## config.mk

```make
export PLATFORM = sky130hd
export DESIGN_NAME = dmem_arbiter
export DESIGN_NICKNAME = d
export VERILOG_FILES = /design/src/rtl/dmem_arbiter.sv
export SDC_FILE = /design/constraint.sdc
export NUM_CORES = 1
export LEC_CHECK = 0
export ABC_AREA = 1
export CORE_AREA = 2 2 65 73
export CTS_BUF_LIST = sky130_fd_sc_hd__clkbuf_8 sky130_fd_sc_hd__clkbuf_16
export DETAILED_ROUTE_END_ITERATION = 8
export DIE_AREA = 0 0 67 75
export PLACE_DENSITY = 0.74
export SKIP_LAST_GASP = 1
export SYNTH_ARGS = -nofsm -noshare
export SYNTH_HDL_FRONTEND = slang
export SYNTH_SLANG_ARGS = --single-unit
```

## constraint.sdc

```tcl
create_clock -name CLK -period 2.1 [get_ports CLK]
set_clock_uncertainty 0.2 [all_clocks]
set_input_delay 0.42 -clock CLK [delete_from_list [all_inputs] [get_ports CLK]]
set_output_delay 0.42 -clock CLK [all_outputs]
set_load 0.02 [all_outputs]
```

## src/rtl/dmem_arbiter.sv

```systemverilog
// dmem_arbiter: two-requester arbiter for the single-port ACDC data memory.
// The core load/store path and the host loader/DMA port share one memory.
// Ownership is round-robin. The current owner parks on the port until the
// other side asks for it. The host may hold a bounded lock for bursts.
// Each ownership hand-off that follows a live transfer costs one bubble cycle.
// Optional feature macro: DMEM_ARB_STATS_EN adds per-requester wait counters.
module dmem_arbiter #(
  parameter int AW       = 8,
  parameter int DW       = 8,
  parameter int LOCK_MAX = 4
) (
  input  logic          CLK,
  input  logic          start,

  input  logic          core_req,
  input  logic          core_we,
  input  logic [AW-1:0] core_addr,
  input  logic [DW-1:0] core_wdata,
  output logic          core_gnt,
  output logic          core_rvalid,
  output logic [DW-1:0] core_rdata,

  input  logic          host_req,
  input  logic          host_we,
  input  logic [AW-1:0] host_addr,
  input  logic [DW-1:0] host_wdata,
  input  logic          host_lock,
  output logic          host_gnt,
  output logic          host_rvalid,
  output logic [DW-1:0] host_rdata,

`ifdef DMEM_ARB_STATS_EN
  output logic [15:0]   core_wait_ct,
  output logic [15:0]   host_wait_ct,
`endif

  output logic [AW-1:0] DataAddress,
  output logic          ReadMem,
  output logic          WriteMem,
  output logic [DW-1:0] DataIn,
  input  logic [DW-1:0] DataOut
);

  // The lock counter only ever needs to reach LOCK_MAX.
  localparam int              LW       = $clog2(LOCK_MAX + 1);
  localparam logic [LW-1:0]   LOCK_LIM = LW'(LOCK_MAX);

  typedef enum logic {
    OWN_CORE = 1'b0,
    OWN_HOST = 1'b1
  } owner_t;

  owner_t        owner_q, owner_d;
  logic          bubble_q, bubble_d;
  logic [LW-1:0] lock_ct_q, lock_ct_d;
  logic [LW-1:0] lock_next;

  // Grants are combinational from req. They are blocked in the bubble cycle and while start is high.
  always_comb begin
    core_gnt = core_req & (owner_q == OWN_CORE) & ~bubble_q & ~start;
    host_gnt = host_req & (owner_q == OWN_HOST) & ~bubble_q & ~start;
  end

  // Memory port follows the owner. The non-owner's inputs never reach memory.
  always_comb begin
    DataAddress = '0;
    DataIn      = '0;
    ReadMem     = 1'b0;
    WriteMem    = 1'b0;
    if (!start) begin
      if (owner_q == OWN_CORE) begin
        DataAddress = core_addr;
        DataIn      = core_wdata;
        ReadMem     = core_req & ~core_we;
        WriteMem    = core_gnt & core_we;
      end else begin
        DataAddress = host_addr;
        DataIn      = host_wdata;
        ReadMem     = host_req & ~host_we;
        WriteMem    = host_gnt & host_we;
      end
    end
  end

  // The lock count includes a transfer that happens on this edge.
  // The owner switch then lands right after the LOCK_MAX-th locked host grant.
  always_comb begin
    lock_next = lock_ct_q;
    if (host_gnt && core_req && (lock_ct_q != LOCK_LIM)) begin
      lock_next = lock_ct_q + LW'(1);
    end
  end

  // Next-owner selection. A hand-off after a live transfer inserts one bubble.
  // The owner is not re-evaluated during that bubble.
  always_comb begin
    owner_d   = owner_q;
    bubble_d  = 1'b0;
    lock_ct_d = lock_ct_q;
    if (!bubble_q) begin
      if (owner_q == OWN_CORE) begin
        if (host_req) begin
          owner_d   = OWN_HOST;
          bubble_d  = core_gnt;
          lock_ct_d = '0;
        end
      end else begin
        lock_ct_d = lock_next;
        if (host_lock && (lock_next < LOCK_LIM)) begin
          owner_d = OWN_HOST;
        end else if (core_req) begin
          owner_d   = OWN_CORE;
          bubble_d  = host_gnt;
          lock_ct_d = '0;
        end
      end
    end
  end

  // Ownership, bubble and lock state registers.
  always_ff @(posedge CLK or posedge start) begin
    if (start) begin
      owner_q   <= OWN_CORE;
      bubble_q  <= 1'b0;
      lock_ct_q <= '0;
    end else begin
      owner_q   <= owner_d;
      bubble_q  <= bubble_d;
      lock_ct_q <= lock_ct_d;
    end
  end

  // Core read return: capture memory data on a read transfer and pulse rvalid for one cycle.
  always_ff @(posedge CLK or posedge start) begin
    if (start) begin
      core_rvalid <= 1'b0;
      core_rdata  <= '0;
    end else begin
      core_rvalid <= core_gnt & ~core_we;
      if (core_gnt && !core_we) begin
        core_rdata <= DataOut;
      end
    end
  end

  // Host read return: same as the core side. Data holds until the host's next read.
  always_ff @(posedge CLK or posedge start) begin
    if (start) begin
      host_rvalid <= 1'b0;
      host_rdata  <= '0;
    end else begin
      host_rvalid <= host_gnt & ~host_we;
      if (host_gnt && !host_we) begin
        host_rdata <= DataOut;
      end
    end
  end

`ifdef DMEM_ARB_STATS_EN
  // Saturating counts of cycles each requester spends waiting for a grant.
  always_ff @(posedge CLK or posedge start) begin
    if (start) begin
      core_wait_ct <= '0;
      host_wait_ct <= '0;
    end else begin
      if (core_req && !core_gnt && (core_wait_ct != 16'hFFFF)) begin
        core_wait_ct <= core_wait_ct + 16'd1;
      end
      if (host_req && !host_gnt && (host_wait_ct != 16'hFFFF)) begin
        host_wait_ct <= host_wait_ct + 16'd1;
      end
    end
  end
`endif

endmodule

```

==> flow_summary_export.csv <==
group,metric,value,unit
global_route,grt_max_degree,24,
finish,nNetsFinal,335,
placement,gp_congestion,0.8289,
run,max_cap_viol_count,0,
finish,drive_above_1_share,0.2351,
setup_path,worst-r2r-cell-count,8,
finish,most-common-layout-cells,"62 x clkdlybuf4s50_1, 41 x nand2_1, 37 x nor2_1",
synthesis,yosysWarnings,0,
die,die_w,67,um
route,dr.pass1.iters,4,
global_route,grt-ovfl-total,0,
setup_path,critPathKind,"in -> out",
die,fp.dieH,75,um
finish,design_area,0.002315,mm^2
route,ant_nets,0,
global_route,grt_pass1_vias,1422,
synthesis,syn_area,0.001380,mm^2
sta,worst_pin_slew,0.3438,ns
finish,layout_commonest_cell,"clkdlybuf4s50_1",
sta,slew_headroom,0.7705,
setup_path,cp-start-kind,"primary input",
sta,fmax,485.1,MHz
global_route,grt_pass1_wl,6.044,mm
setup_path,critical_path.top_delay_family,"buffers and inverters",
route,routed_wl,3.799,mm
pwr,finalPower,0.001970,W
cts,clk_latency,0.26,ns
finish,n_fill_cell,440,
setup_path,cp_data_arrival_time,1.44,ns
global_route,grt_use_total,0.1545,
cts,path_clk_slew,0.07,ns
cts,h-tree-depth,1,
synthesis,syn_nets,237,
synthesis,synth-seq-cells,23,
finish,regArea,575.6,um^2
setup_path,worstPathMaxFanout,3,
route,drc_errors,0,
setup_path,end_kind,"output port",
route,dr_total_vias,1535,
synthesis,avgSynthCellArea,7.341,um^2
route,drtIter0Drc,32,
setup_path,crit_cells,6,
placement,portBuffers,84,
synthesis,synth_cells,188,
placement,dp_hpwl,3.084,mm
placement,place_ws,-0.4975,ns
finish,areaGrowthSynthToFinish,67.72,%
cts,cts.sinks,23,
route,via_per_inst,4.528,
cts,clock-root-buffer,"clkbuf_8",
finish,multi_input_area,673.1,um^2
die,ios,85,
sta,hold_slack,0.2259,ns
placement,post_dp_cell_area,0.002357,mm^2
setup_path,crit_path_top_delay_cell,"clkdlybuf4s50_1",
setup_path,slowest_delay,0.49,ns
setup_path,critPathRequiredTime,1.48,ns
die,design.die.area,0.005025,mm^2
pwr,p_leak,1.166,nW
cts,cts_tree,"done",
setup_path,cp_cell_sequence,"clkdlybuf4s50_1, inv_2, nor2_2, nand2_2, o21ai_1, buf_4",
cts,cts-buffers-inserted,3,
synthesis,seq_area_frac_synth,0.4170,
sta,drv_slew,0,
pwr,ir_worst_vdd,0.7375,mV
die,row_count,25,
synthesis,yosys.cell_types.count,19,
sta,grt_setup_unrepaired,"true",
global_route,antenna_found_initial,0,
setup_path,path_buf_inv,3,
route,drt-wirelength-per-cell,11.21,um
sta,period_share,0.9816,
sta,hold_viol,0,
cts,cts_buffer_depth,2,
min_path,hp-class,"in -> async",
die,initial_core_util,0.3244,
sta,final-setup-viol-count,0,
status,status,"completed",
sta,setup_slack,0.03864,ns
finish,antenna_cells,0,
sta,period_minus_slack,2.061,ns
pwr,p_per_area,850.9,mW/mm^2
die,core,0.004254,mm^2
[Yosys cell counts, drive strengths merged]
master | instances | area share
nand4 | 2 | 0.0091
nand3 | 7 | 0.025
clkbuf | 1 | 0.0027
nand3b | 1 | 0.0054
buf | 5 | 0.029
a21oi | 1 | 0.0036
o21ai | 36 | 0.17
nor2 | 42 | 0.13
inv | 24 | 0.065
nand2 | 44 | 0.13
dfrtp | 23 | 0.42
ha | 2 | 0.018
[cell type report]
type | instances | share of cell area
Timing Repair Buffer | 99 | 0.3730
Multi-Input combinational cell | 135 | 0.2908
Sequential cell | 23 | 0.2486
Clock buffer | 3 | 0.01784
Tap cell | 54 | 0.02919
Clock inverter | 1 | 0.001622
Inverter | 24 | 0.03892
[through the flow]
| step | setup TNS [ns] | std cells | utilization |
|---|---|---|---|
| 6_report | 0 | 339 | 0.5441 |
| 5_1_grt | -0.05395 | 339 | 0.5441 |
| 4_1_cts | -0.09467 | 339 | 0.5426 |
| 3_5_place_dp | -8.064 | 335 | 0.5541 |
| 3_3_place_gp | -7.789 | 335 | 0.5541 |
| 2_1_floorplan | 0 | 188 | - |
[logic make-up (layout without fill, tap and decap cells)]
logic type / count (synthesis) / in the layout / synth area share
flops: 23 / 23 / 0.4170
simple gates: 96 / 96 / 0.2901
compound gates: 37 / 37 / 0.1777
buf+inv: 30 / 127 / 0.09701
fa+ha+maj: 2 / 2 / 0.01813
[registers in the layout, indices dropped and copies added, names as in the netlist]
signal / flops
bubble_q: 1
core_rdata: 8
core_rvalid: 1
host_rdata: 8
host_rvalid: 1
lock_ct_q: 3
owner_q: 1
[worst paths after layout]
kind | startpoint | to | slack (ns)
max | core_req | WriteMem | 0.04
min | start | host_rdata[2] | 0.23
max reg2reg | owner_q | lock_ct_q[0] | 0.51
min reg2reg | core_rdata[2] | core_rdata[2] | 0.28
max in group asynchronous | start | lock_ct_q[2] | 1.25
min in group CLK | core_rdata[2] | core_rdata[2] | 0.28
[metal layers]
metal	up-vias	wire length, um	track usage
met4	0	42	0.04082
met2	53	1828	0.2860
met3	6	441	0.06129
met1	693	1486	0.1620
met5	-	0	0
li1	783	-	-
[worst reg2reg max path, delay by kind of cell, from the launching register on]
family | cells | cell delay, ns
compound gates | 1 | 0.10
buf+inv | 2 | 0.35
simple gates | 5 | 0.44
flops | 1 | 0.46
[power by group]
part | internal [W] | total (W) | switching [W] | leakage (nW)
logic | 0.000495 | 0.00104 | 0.000547 | 0.846
registers | 0.000580 | 0.000667 | 0.0000875 | 0.293
clock network | 0.000130 | 0.000260 | 0.000129 | 0.0269
total | 0.00121 | 0.00197 | 0.000764 | 1.17
[what timing repair did]
| item | 4_1_cts | 5_1_grt |
|---|---|---|
| gates resized for setup | 80 | 7 |
| setup endpoints to repair | 20 | 19 |
| setup buffers | 0 | 0 |
| pin swaps | 0 | 0 |
| hold endpoints to repair | 0 | 0 |
| cloned | 0 | 0 |
| hold buffers | 0 | 0 |
No activity file was read; power rests on OpenSTA's default activity.
